`src/rtl/cassette_pkg.sv`:
```
// Shared types, timing defaults and the half-cycle classifier for the Electron cassette
// receive path. Defaults assume a 16 MHz clk (short half ~3333 cycles, long half ~6667).
package cassette_pkg;

  typedef enum logic [1:0] {
    HcNone,
    HcShort,
    HcLong,
    HcGlitch
  } half_class_e;

  typedef enum logic [1:0] {
    FrIdle,
    FrData,
    FrStop
  } framer_state_e;

  localparam logic [15:0] DefShortMin = 16'd1600;
  localparam logic [15:0] DefThresh   = 16'd5000;
  localparam logic [15:0] DefLongMax  = 16'd10000;
  localparam logic [4:0]  DefHtBits   = 5'd8;

  localparam logic [15:0] CntMax = 16'hFFFF;

  function automatic half_class_e classify_half(logic [15:0] width, logic [15:0] short_min,
                                                logic [15:0] thresh);
    half_class_e cls;
    if (width < short_min) begin
      cls = HcGlitch;
    end else if (width < thresh) begin
      cls = HcShort;
    end else begin
      cls = HcLong;
    end
    return cls;
  endfunction

endpackage

```
`src/rtl/cas_halfcycle_meter.sv`:
```
// Tape input front end: synchronises cas_in, times each half-cycle between edges, classifies
// it, and flags silence when no edge arrives within LONG_MAX clocks.
module cas_halfcycle_meter
  import cassette_pkg::*;
#(
  parameter logic [15:0] SHORT_MIN = DefShortMin,
  parameter logic [15:0] THRESH    = DefThresh,
  parameter logic [15:0] LONG_MAX  = DefLongMax
) (
  input  logic        clk,
  input  logic        reset,
  input  logic        en,
  input  logic        cas_in,
  output logic        hc_valid,
  output half_class_e hc_class,
  output logic        timeout
);

  logic        sync1_q, sync2_q, level_q;
  logic [15:0] cnt_q;
  // Clear after reset, en low or silence: the next edge only starts a new measurement.
  logic        armed_q;
  logic        edge_det;

  assign edge_det = sync2_q ^ level_q;
  // An edge reloads the counter, so it always wins over a coincident timeout.
  assign timeout  = en && !edge_det && (cnt_q == LONG_MAX);
  assign hc_valid = en && edge_det && armed_q;
  assign hc_class = classify_half(cnt_q, SHORT_MIN, THRESH);

  always_ff @(posedge clk or posedge reset) begin
    if (reset) begin
      sync1_q <= 1'b0;
      sync2_q <= 1'b0;
      level_q <= 1'b0;
      cnt_q   <= 16'd0;
      armed_q <= 1'b0;
    end else begin
      sync1_q <= cas_in;
      sync2_q <= sync1_q;
      level_q <= sync2_q;
      if (!en) begin
        cnt_q   <= 16'd0;
        armed_q <= 1'b0;
      end else if (edge_det) begin
        cnt_q   <= 16'd1;
        armed_q <= 1'b1;
      end else begin
        if (cnt_q != CntMax) begin
          cnt_q <= cnt_q + 16'd1;
        end
        if (timeout) begin
          armed_q <= 1'b0;
        end
      end
    end
  end

endmodule

```
`src/rtl/cassette_decoder.sv`:
```
// Cassette receive decoder: slices classified half-cycles into bits (4 short = 1, 2 long = 0)
// and frames start + 8 LSB-first data + stop into bytes, with a high-tone carrier flag.
module cassette_decoder
  import cassette_pkg::*;
#(
  parameter logic [15:0] SHORT_MIN = DefShortMin,
  parameter logic [15:0] THRESH    = DefThresh,
  parameter logic [15:0] LONG_MAX  = DefLongMax,
  parameter logic [4:0]  HT_BITS   = DefHtBits
) (
  input  logic       clk,
  input  logic       reset,
  input  logic       en,
  input  logic       cas_in,
  output logic [7:0] data_out,
  output logic       data_valid,
  output logic       framing_err,
  output logic       high_tone
);

  logic        hc_valid;
  half_class_e hc_class;
  logic        timeout;

  cas_halfcycle_meter #(
    .SHORT_MIN(SHORT_MIN),
    .THRESH   (THRESH),
    .LONG_MAX (LONG_MAX)
  ) u_meter (
    .clk     (clk),
    .reset   (reset),
    .en      (en),
    .cas_in  (cas_in),
    .hc_valid(hc_valid),
    .hc_class(hc_class),
    .timeout (timeout)
  );

  // Slicer
  half_class_e slc_cls_q, slc_cls_d;
  logic [1:0]  slc_cnt_q, slc_cnt_d;
  logic [2:0]  run_len;
  logic        bit_vld;
  logic        bit_val;

  always_comb begin
    slc_cls_d = slc_cls_q;
    slc_cnt_d = slc_cnt_q;
    run_len   = 3'd1;
    bit_vld   = 1'b0;
    bit_val   = 1'b0;
    if (!en || timeout) begin
      slc_cls_d = HcNone;
      slc_cnt_d = 2'd0;
    end else if (hc_valid) begin
      if (hc_class == HcGlitch) begin
        slc_cls_d = HcNone;
        slc_cnt_d = 2'd0;
      end else begin
        if (hc_class == slc_cls_q) begin
          run_len = {1'b0, slc_cnt_q} + 3'd1;
        end
        if ((hc_class == HcShort) && (run_len == 3'd4)) begin
          bit_vld   = 1'b1;
          bit_val   = 1'b1;
          slc_cls_d = HcNone;
          slc_cnt_d = 2'd0;
        end else if ((hc_class == HcLong) && (run_len == 3'd2)) begin
          bit_vld   = 1'b1;
          bit_val   = 1'b0;
          slc_cls_d = HcNone;
          slc_cnt_d = 2'd0;
        end else begin
          slc_cls_d = hc_class;
          slc_cnt_d = run_len[1:0];
        end
      end
    end
  end

  always_ff @(posedge clk or posedge reset) begin
    if (reset) begin
      slc_cls_q <= HcNone;
      slc_cnt_q <= 2'd0;
    end else begin
      slc_cls_q <= slc_cls_d;
      slc_cnt_q <= slc_cnt_d;
    end
  end

  // Framer
  framer_state_e fr_state_q;
  logic [7:0]    shift_q;
  logic [2:0]    bit_idx_q;
  logic [4:0]    ones_q;
  logic [4:0]    ones_inc;

  assign ones_inc = (ones_q >= HT_BITS) ? HT_BITS : ones_q + 5'd1;

  always_ff @(posedge clk or posedge reset) begin
    if (reset) begin
      fr_state_q  <= FrIdle;
      shift_q     <= 8'h00;
      bit_idx_q   <= 3'd0;
      ones_q      <= 5'd0;
      data_out    <= 8'h00;
      data_valid  <= 1'b0;
      framing_err <= 1'b0;
      high_tone   <= 1'b0;
    end else begin
      data_valid  <= 1'b0;
      framing_err <= 1'b0;
      if (!en || timeout) begin
        // Silence or motor off abandons any partial byte without reporting an error.
        fr_state_q <= FrIdle;
        ones_q     <= 5'd0;
        high_tone  <= 1'b0;
      end else if (bit_vld) begin
        unique case (fr_state_q)
          FrIdle: begin
            if (bit_val) begin
              ones_q    <= ones_inc;
              high_tone <= (ones_inc >= HT_BITS);
            end else begin
              fr_state_q <= FrData;
              shift_q    <= 8'h00;
              bit_idx_q  <= 3'd0;
              ones_q     <= 5'd0;
              high_tone  <= 1'b0;
            end
          end
          FrData: begin
            shift_q   <= {bit_val, shift_q[7:1]};
            bit_idx_q <= bit_idx_q + 3'd1;
            if (bit_idx_q == 3'd7) begin
              fr_state_q <= FrStop;
            end
          end
          FrStop: begin
            if (bit_val) begin
              data_out   <= shift_q;
              data_valid <= 1'b1;
            end else begin
              framing_err <= 1'b1;
            end
            fr_state_q <= FrIdle;
            ones_q     <= 5'd0;
          end
          default: begin
            fr_state_q <= FrIdle;
          end
        endcase
      end
    end
  end

endmodule

```
`config.mk`:
```
export PLATFORM = sky130hd
export DESIGN_NAME = cassette_decoder
export DESIGN_NICKNAME = d
export VERILOG_FILES = /design/src/rtl/cassette_pkg.sv /design/src/rtl/cas_halfcycle_meter.sv /design/src/rtl/cassette_decoder.sv
export SDC_FILE = /design/constraint.sdc
export NUM_CORES = 1
export LEC_CHECK = 0
export ABC_AREA = 1
export BUFFER_PORTS_ARGS = -buffer_cell sky130_fd_sc_hd__buf_4
export CAP_MARGIN = 20
export CORE_ASPECT_RATIO = 0.5
export CORE_MARGIN = 2
export CORE_UTILIZATION = 35
export CTS_CLUSTER_SIZE = 12
export DETAILED_ROUTE_END_ITERATION = 6
export PLACE_DENSITY = 0.55
export SLEW_MARGIN = 10
export SYNTH_ARGS = -nofsm -noshare
export SYNTH_HDL_FRONTEND = slang
export SYNTH_SLANG_ARGS = --single-unit
```
`constraint.sdc`:
```
create_clock -name clk -period 2 [get_ports clk]
set_input_delay 0.2 -clock clk [delete_from_list [all_inputs] [get_ports clk]]
set_output_delay 0.2 -clock clk [all_outputs]
set_load 0.02 [all_outputs]
```
======== Yosys cells after proc, flatten, opt, wreduce, memory -nomap -nowiden ========
Index checks and enable logic that the tools add are counted.
storage, ports and cells
  bits of input ports ..................... 4
  output and inout bits ................... 11
  register bits ........................... 53
operators by class
  order comparisons ....................... 4
  multiplexer cells ....................... 57
  reduce and logical (&&, ||, !) cells .... 20
  add/subtract/negate cells ............... 4
  eq/ne operators ......................... 16
  bitwise gates (word level) .............. 2
operators with widths
  cell                                                                      count
  16-bit two-way mux                                                        3
  2-bit two-way mux                                                         16
  1-bit two-way mux                                                         24
  5-bit two-way mux                                                         4
  16-bit by 1-bit adder with 16-bit output (second input constant)          1
  16-bit by 14-bit equality test with 1-bit output (second input constant)  1
  16-bit by 11-bit < comparator with 1-bit output (second input constant)   1
  16-bit by 13-bit < comparator with 1-bit output (second input constant)   1
  16-bit inequality test (second input constant)                            1
  8-bit case mux with 2 select lines                                        1
  3-bit two-way mux                                                         5
  5-bit by 4-bit >= comparator with 1-bit output (second input constant)    2
  5-bit case mux with 2 select lines                                        1
  8-bit two-way mux                                                         1
  4-bit AND reduction                                                       2
  2-bit nonzero test                                                        4
  2-bit equality test (second input constant)                               3
  3-bit equality test (second input constant)                               2
  1-bit logical AND                                                         6
  3-bit by 1-bit inequality test with 1-bit output (second input constant)  2
  3-bit inequality test (second input constant)                             2
  3-bit case mux with 2 select lines                                        1
  5-bit by 1-bit adder with 5-bit output (second input constant)            1
  2-bit by 1-bit equality test with 1-bit output (second input constant)    2
  14 further kinds                                                          16

======== Logic depth before layout (Yosys ltp) ========
Gate-level depths: netlist (run 1).
  depth in word-level cells ............... 18
  gate-level depth with buffers ........... 16

======== Hierarchy ========
A second synthesis (run 1) with hierarchy kept.
second synthesis, totals
  cells, all modules ...................... 394
  area, all modules ....................... 3083.0 sq um
modules (own cells, without submodules)
  module               instances  cells each  area each (sq um)
  cassette_decoder     1          218         1788.0
  cas_halfcycle_meter  1          176         1295.0

======== Worst setup path before layout (run 1) ========
Ideal clock, no wire load.
  path kind ............................... reg2reg
  from .................................... register u_meter.cnt_q[10]
  to ...................................... register data_out[7]
  clock period less this slack ............ 1.984 ns
  arrival time ............................ 1.866 ns
  setup time .............................. 0.118 ns
  setup slack ............................. 0.016 ns
  cell stages (with the launch flop) ...... 16
  path through ............................ dfrtp_1 > inv_2 > nand2_2 > nand2_1 > nand3_1 > nor2_2 > nand2_1 > nand2_1 > nand3_4 > nor2_4 > nand2_2 > nor2_2 > nand2_2 > buf_4 > nand2_1 > o21ai_2
between the ends
  word-level cells in the longest chain between the ends .. 16
  elaborated cells between the ends (all ways) .. 30
  classes of those cells .................. 2 x order compare; 7 x eq/ne; 15 x mux; 1 x bitwise; 5 x reduce/logical
RTL lines
  what                                             line                       RTL
  from (decl)                                      cas_halfcycle_meter.sv:20  logic [15:0] cnt_q;
  from (signal assigned)                           cas_halfcycle_meter.sv:50  cnt_q <= cnt_q + 16'd1;
  16-bit by 13-bit < comparator with 1-bit output  cassette_pkg.sv:30         end else if (width < thresh) begin
  2-bit two-way mux                                cassette_pkg.sv:30
  2-bit two-way mux                                cassette_pkg.sv:28         if (width < short_min) begin
  2-bit equality test                              cassette_decoder.sv:60     if (hc_class == slc_cls_q) begin
  3-bit two-way mux                                cassette_decoder.sv:60
  3-bit two-way mux                                cassette_decoder.sv:56     if (hc_class == HcGlitch) begin
  3-bit two-way mux                                cassette_decoder.sv:55     end else if (hc_valid) begin
  3-bit two-way mux                                cassette_decoder.sv:52     if (!en || timeout) begin
  3-bit by 2-bit equality test with 1-bit output   cassette_decoder.sv:68     end else if ((hc_class == HcLong) && (run_len == 3'd2)) begin
  1-bit logical AND                                cassette_decoder.sv:68
  1-bit two-way mux                                cassette_decoder.sv:68
  1-bit two-way mux                                cassette_decoder.sv:63     if ((hc_class == HcShort) && (run_len == 3'd4)) begin
  1-bit two-way mux                                cassette_decoder.sv:56
  1-bit two-way mux                                cassette_decoder.sv:55
  1-bit two-way mux                                cassette_decoder.sv:52
  4-bit AND reduction (no source line) (*)         --
  to (signal assigned)                             cassette_decoder.sv:141    data_out <= shift_q;
  to (decl)                                        cassette_decoder.sv:15     output logic [7:0] data_out,
Mark *: on every way between the ends. The rest lies on a longest branch, timed or not. The select of a mux whose other input is x is not followed.
A chain may end at the register's enable or synchronous reset.

======== Worst setup path in the final report (run 1) ========
  from .................................... register u_meter.cnt_q[10]
  to ...................................... register shift_q[4]
between the ends
  word-level cells in the longest chain between the ends .. 16
  elaborated cells between the ends (all ways) .. 31
  classes of those cells .................. 2 x order compare; 8 x eq/ne; 15 x mux; 1 x bitwise; 5 x reduce/logical
RTL lines
  what                                                                                   line                                            RTL
  16-bit by 13-bit < comparator with 1-bit output                                        cassette_pkg.sv:30
  2-bit two-way mux                                                                      cassette_pkg.sv:30
  2-bit two-way mux                                                                      cassette_pkg.sv:28
  2-bit equality test                                                                    cassette_decoder.sv:60
  3-bit two-way mux                                                                      cassette_decoder.sv:60
  3-bit two-way mux                                                                      cassette_decoder.sv:56
  3-bit two-way mux                                                                      cassette_decoder.sv:55
  3-bit two-way mux                                                                      cassette_decoder.sv:52
  3-bit equality test or 3-bit by 2-bit equality test with 1-bit output (tied branches)  cassette_decoder.sv:63, cassette_decoder.sv:68
  1-bit logical AND (on tied branches)                                                   cassette_decoder.sv:63, cassette_decoder.sv:68
  1-bit two-way mux (on tied branches)                                                   cassette_decoder.sv:63, cassette_decoder.sv:68
  1-bit two-way mux (on tied branches)                                                   cassette_decoder.sv:56, cassette_decoder.sv:63
  1-bit two-way mux (on tied branches)                                                   cassette_decoder.sv:55, cassette_decoder.sv:56
  1-bit two-way mux (on tied branches)                                                   cassette_decoder.sv:52, cassette_decoder.sv:55
  2-bit inequality test (no source line) or 1-bit two-way mux (tied branches)            --
  4-bit AND reduction (no source line) (*)                                               --
  to (signal assigned)                                                                   cassette_decoder.sv:133                         shift_q <= {bit_val, shift_q[7:1]};
  to (decl)                                                                              cassette_decoder.sv:93                          logic [7:0] shift_q;
Marks and branches as above.

==> results of run 1 <==
==> metrics by stage <==
step           utilization, %  instance area (sq um)  hold WS (ns)  instances
2_1_floorplan               -                   2840         0.231        364
3_3_place_gp             42.7                   3390         0.285        527
3_5_place_dp             42.7                   3390         0.298        527
4_1_cts                  47.9                   3800        0.0105        552
5_1_grt                  51.3                   4080       0.00381        566
6_report                 51.3                   4080        0.0131        566
==> flip-flops by register name, indices dropped and copies added (netlist names) <==
| signal | count |
|---|---|
| u_meter.cnt_q | 16 |
| data_out | 8 |
| shift_q | 8 |
| ones_q | 5 |
| bit_idx_q | 3 |
| fr_state_q | 2 |
| slc_cls_q | 2 |
| slc_cnt_q | 2 |
| data_valid | 1 |
| framing_err | 1 |
| high_tone | 1 |
| u_meter.armed_q | 1 |
| u_meter.level_q | 1 |
| u_meter.sync1_q | 1 |
| u_meter.sync2_q | 1 |
==> logic make-up (layout without fill, tap and decap cells) <==
group	count (synthesis)	count (layout)	synth area share, %
buf+inv	67	154	9.26
fa+ha+maj	7	7	3.09
flops	53	53	46.7
xor+xnor	1	1	0.309
simple gates	181	184	29.0
compound gates	55	55	11.6
==> per-layer routing <==
metal	vias to the layer above	wire, microns	global-route usage (%)
met1	1295	3200	19.6
met5	-	0	0
li1	1353	-	-
met2	58	3720	30.7
met3	19	250	3.23
met4	0	168	5.43
==> final cells by class <==
| cell class | count | area [sq um] | area share, % |
|---|---|---|---|
| Clock buffer | 6 | 129 | 3.16 |
| Clock inverter | 2 | 13.8 | 0.338 |
| Inverter | 62 | 233 | 5.71 |
| Multi-Input combinational cell | 247 | 1570 | 38.4 |
| Sequential cell | 53 | 1330 | 32.6 |
| Tap cell | 112 | 140 | 3.44 |
| Timing Repair Buffer | 84 | 666 | 16.3 |
==> power by group <==
part,internal (mW),switching [mW]
Combinational,0.0714,0.158
Sequential,1.09,0.0176
Clock,0.468,0.397
Total,1.63,0.572
==> repair_timing <==
item	CTS	global route
resized for setup	32	53
buffers inserted	13	14
endpoints found under the setup margin	33	46
pin swaps	12	38
hold endpoints to repair	23	0
hold buffers	1	0
gates cloned	3	0
==> path summary, 6_finish.rpt <==
path / depth (start not counted) / slack, ns / endpoint / from
min in group asynchronous: 3 / 0.51 / u_meter.sync1_q / reset
max in group asynchronous: 4 / 0.95 / ones_q[3] / reset
hold reg to reg: 0 / 0.36 / u_meter.sync2_q / u_meter.sync1_q
setup reg to reg: 15 / -0.16 / shift_q[4] / u_meter.cnt_q[10]
hold / removal: 1 / 0.01 / u_meter.sync1_q / cas_in
setup / recovery: 15 / -0.16 / shift_q[4] / u_meter.cnt_q[10]
==> placed cells by master (no fill, tap or decap), drive strengths merged, types with 2 or more instances in the layout <==
cell type,count
clkinv,3
buf,83
nand4,11
inv,61
a21oi,16
nor3,4
clkbuf,6
nor2,51
dfrtp,53
nand2,83
o21ai,30
a22oi,2
ha,7
nor4,2
nand3,32
==> impl_metrics.tcl, run 1 <==
set metrics [dict create \
    syn_area_sq_um 2840 \
    synth-seq-cells 53 \
    yosys_warnings 0 \
    synth_area_leaders "dfrtp_1 47%, nand2_1 10%, inv_1 7.5%" \
    via_per_inst 4.81 \
    core_sq_um 7940 \
    clockBufferDepth 2 \
    ys_types 34 \
    overflow 0 \
    cp-start-kind "flop" \
    num_rows 23 \
    cp_cell_sequence "inv_2 -> nand2_4 -> nand2_2 -> nand3_2 -> nor2_2 -> nand2_2 -> nand2_4 -> nand3_4 -> nor2_4 -> buf_6 -> nand4_1 -> nand2_4 -> nor2_8 -> nand2_1 -> o21ai_2" \
    grt_usage_pct 16.4 \
    synthArstFlopShare_pct 100 \
    vias 2725 \
    powerDensity_nw_per_um2 539 \
    fmax_mhz 463 \
    cts_buffers 5 \
    areaGrowthSynthToFinish_pct 43.7 \
    period_minus_slack_ns 2.16 \
    port_buffers 14 \
    num-fill-cells 742 \
    crit_required_ns 2.17 \
    critPathMaxFanout 7 \
    drc 0 \
    wl_per_cell_microns 13.0 \
    worst-path-buf-inv 2 \
    gp_congestion 0.879 \
    cts.htree.levels 2 \
    arrival_ns 2.33 \
    max_slew_margin_pct 63.9 \
    grt_pass1_vias 2665 \
    drive_above_1_share_pct 39.0 \
    grt_max_degree 31 \
    netlist_instances 364 \
    slew_viol_final 0 \
    synth.top_cell.area_share_pct 46.7 \
    rsz0062_at_grt "yes" \
    p_leak_nw 2.03 \
    grt_first_pass_wirelength_microns 11800 \
    ios 15 \
    outcome "finished, violations left" \
    hold_violations 0 \
    root_buffer "clkbuf_16" \
    diodes 0 \
    cts_tree "done" \
    clk-insertion-delay-late_ns 0.29 \
    layout_setup_ws_ns -0.158 \
    cts.sinks 53 \
    max-cap-violations 0 \
    synth_edf_count 0 \
    crit_slowest_cell "dfrtp_2" \
    antenna_found_initial 0 \
    tns_ns -2.48 \
    ant_nets 0 \
    path_class "flop to flop" \
    violations "setup timing" \
    first_pass_iters 4 \
    place_ws_ns -0.170 \
    drt_wl_total_microns 7340 \
    synth_nets 375 \
    fp.dieArea_sq_um 8890 \
    ys_seq_area_share_pct 46.7 \
    cp_top_family "simple AND/OR/NAND/NOR gates" \
    syn_area_per_cell_sq_um 7.80 \
    hpwl_microns 4730 \
    die_w_microns 131 \
    fin_nets 464 \
    synth_flop_cell "dfrtp_1" \
    fin_skew_ns 0.00480 \
    max_stage_delay_ns 0.45 \
    crit_top_cell "nand2_4" \
    synth_top_cell_by_area "dfrtp_1" \
    hold_path.class "input pin to flop" \
    clkSlewWorstSetupHoldPaths_ns 0.07 \
    die_y_microns 67.7 \
    drtIter0Drc 116 \
    critPathCaptureType "flop" \
    min_period_over_period_pct 108 \
    worst_pin_slew_ns 0.541 \
    power.total_mw 2.20 \
    synth_common_cells "76 x nand2_1, 57 x inv_1, 53 x dfrtp_1, 44 x nor2_1, 31 x nand3_1" \
    ir_drop_mv 0.313 \
    initial_core_util_pct 35.7 \
    synth.most_common_cell "nand2_1" \
    setup_violations 26 \
]
Power figures use the tool's default switching activity.
==> run 2, diff against run 1 <==
--- a/config.mk
+++ b/config.mk
@@ -13,7 +13,7 @@
 export CORE_UTILIZATION = 35
 export CTS_CLUSTER_SIZE = 12
 export DETAILED_ROUTE_END_ITERATION = 6
-export PLACE_DENSITY = 0.55
+export PLACE_DENSITY = 0.54
 export SLEW_MARGIN = 10
 export SYNTH_ARGS = -nofsm -noshare
 export SYNTH_HDL_FRONTEND = slang
==> constraint.sdc (replaced) <==
create_clock -name clk -period 2.2 [get_ports clk]
set_input_delay 0.22 -clock clk [delete_from_list [all_inputs] [get_ports clk]]
set_output_delay 0.22 -clock clk [all_outputs]
set_load 0.02 [all_outputs]
==> run 2 against run 1 <==
Power shrank 3.8%; worst setup slack gained 0.22 ns; largest cell class unchanged; wire length shrank 11%; the run now ends clean.
==> impl_metrics.tcl, run 2 (synthesized netlist as in run 1, its figures left out) <==
set metrics [dict create \
    ant_nets 0 \
    drc 0 \
    outcome "complete, no violations" \
    arrival_ns 2.37 \
    hpwl_microns 4460 \
    grt_first_pass_wirelength_microns 10600 \
    drive_above_1_share_pct 28.1 \
    p_sw_uw 508 \
    fin_area_sq_um 3700 \
    p_leak_nw 1.82 \
    cp_cell_sequence "inv_2 -> nand2_4 -> nor2_2 -> nand3_1 -> nand2_2 -> nand2_1 -> nand2_2 -> nand3_4 -> nor2_4 -> nand2_4 -> nor2_4 -> buf_6 -> nand2_2 -> nor2_2 -> nand3_1 -> nand2_1" \
    worst_pin_slew_ns 0.581 \
    ir_drop_mv 0.403 \
    dp_cells 497 \
    fin_nets 426 \
    clockPowerShare_pct 43.9 \
    crit_top_cell "nand2_2" \
    hold_path.class "input pin to flop" \
    antenna_found_initial 0 \
    timing.rr.end "ones_q[2]" \
    seq_power_share_pct 47.4 \
    max_stage_delay_ns 0.44 \
    wl_per_cell_microns 12.4 \
    first_pass_iters 4 \
    rsz0062_at_grt "yes" \
    reg_top3 "u_meter.cnt_q: 16 flops, data_out: 8 flops, shift_q: 8 flops" \
    vias 2518 \
    num-fill-cells 774 \
    port_buffers 14 \
    hold-path-endpoint "u_meter.sync1_q" \
    clkSlewWorstSetupHoldPaths_ns 0.07 \
    grt_usage_pct 14.6 \
    cp_top_family "simple AND/OR/NAND/NOR gates" \
    comb_power_share_pct 8.8 \
    root_buffer "clkbuf_16" \
    fin_skew_ns 0.00390 \
    fmax_mhz 467 \
    power.total_mw 2.11 \
    fp.dieArea_sq_um 8890 \
    reg2reg_setup_slack_ns 0.06 \
    diodes 0 \
    critPathMaxFanout 5 \
    p_int_mw 1.61 \
    hp-start "cas_in" \
    ios 15 \
    path_class "flop to flop" \
    powerDensity_nw_per_um2 572 \
    cts.sinks 53 \
    period_minus_slack_ns 2.14 \
    setup_violations 0 \
    die_w_microns 131 \
    slew_viol_final 0 \
    num_rows 23 \
    die_y_microns 67.7 \
    final_cell_mix "66 x nand2_1, 56 x inv_1, 49 x dfrtp_1" \
    critPathCaptureType "flop" \
    hold_violations 0 \
    crit_required_ns 2.43 \
    sw_frac_of_total_pct 24.0 \
    reg2regPathDepth 16 \
    min_period_over_period_pct 97.4 \
    hold_path_depth 1 \
    largest_register_ffs 16 \
    grt_max_degree 54 \
    cts_tree "done" \
    top_register "u_meter.cnt_q" \
    r2r-start "u_meter.cnt_q[10]" \
    cts_buffers 5 \
    grt_pass1_vias 2341 \
    initial_core_util_pct 35.7 \
    layout_commonest_cell "nand2_1" \
    max_slew_margin_pct 61.1 \
    worst-path-buf-inv 2 \
    overflow 0 \
    cp-start-kind "flop" \
    cts.htree.levels 2 \
    final_cell_count_no_fill 528 \
    drt_wl_total_microns 6540 \
    via_per_inst 4.77 \
    gp_congestion 0.933 \
    timing.hold.ws_ns 0.0381 \
    areaGrowthSynthToFinish_pct 30.3 \
    clockBufferDepth 2 \
    max-cap-violations 0 \
    clk-insertion-delay-late_ns 0.29 \
    drtIter0Drc 104 \
    core_sq_um 7940 \
    placed_cell_area_sq_um 3160 \
    crit_slowest_cell "dfrtp_2" \
]
==> run 2: layer usage <==
layer,global-route usage [%],wire (microns),part of all wire [%],vias up
li1,-,-,-,1276
met1,18.7,3170,49,1202
met2,26.4,3160,48,35
met3,2.70,148,2.3,5
met4,3.40,57,0.87,0
met5,0,0,0,-
==> run 2: what timing repair did <==
| item | CTS | global route |
|---|---|---|
| endpoints found under the hold margin | 30 | 0 |
| setup endpoints to repair | 11 | 43 |
| gates cloned | 0 | 3 |
| gates resized for setup | 3 | 49 |
| pin swaps | 0 | 27 |
| hold buffers | 1 | 0 |
| buffers inserted | 0 | 19 |
==> run 2: power by group through the flow <==
stage	logic [mW]	registers [mW]	clock network, mW
final	0.186	1.00	0.928
after global routing	0.213	1.00	0.986
after CTS	0.171	1.00	0.943
after detailed placement	0.168	1.02	0
after global placement	0.165	1.02	0
after floorplan	0.121	1.02	0
==> run 2: worst register-to-register path: stages, from the launching register on <==
cell,delay (ns)
dfrtp_2,0.44
inv_2,0.11
nand2_4,0.07
nor2_2,0.08
nand3_1,0.11
nand2_2,0.10
nand2_1,0.06
nand2_2,0.11
nand3_4,0.11
nor2_4,0.18
nand2_4,0.11
nor2_4,0.20
buf_6,0.13
nand2_2,0.04
nor2_2,0.11
nand3_1,0.07
nand2_1,0.06
==> run 2: worst max path at each step <==
stage,start,endpoint,slack [ns],depth (start not counted)
floorplan,u_meter.cnt_q[10],data_out[7],0.22,15
finish,u_meter.cnt_q[10],ones_q[2],0.06,16
global route,u_meter.cnt_q[10],ones_q[2],-0.11,16
global placement,u_meter.cnt_q[0],ones_q[1],0.05,11
CTS,u_meter.cnt_q[0],ones_q[0],-0.002,10
detailed placement,u_meter.cnt_q[10],data_out[3],-0.03,14
==> run 2: final cells by class <==
| type | count | area [sq um] | area share (%) |
|---|---|---|---|
| inverter | 62 | 233 | 6.29 |
| sequential | 53 | 1330 | 36.0 |
| clock buffer | 6 | 139 | 3.76 |
| multi-input combinational | 247 | 1450 | 39.3 |
| tap | 112 | 140 | 3.79 |
| timing repair buffer | 46 | 364 | 9.84 |
| clock inverter | 2 | 37.5 | 1.01 |
==> run 2: metrics by stage <==
stage	setup TNS, ns	util, %	setup slack (ns)
floorplan	0	-	0.216
global placement	0	39.7	0.0461
detailed placement	-0.128	39.7	-0.0268
CTS	-0.00191	42.2	-0.00191
global route	-1.25	46.6	-0.108
finish	0	46.6	0.0581
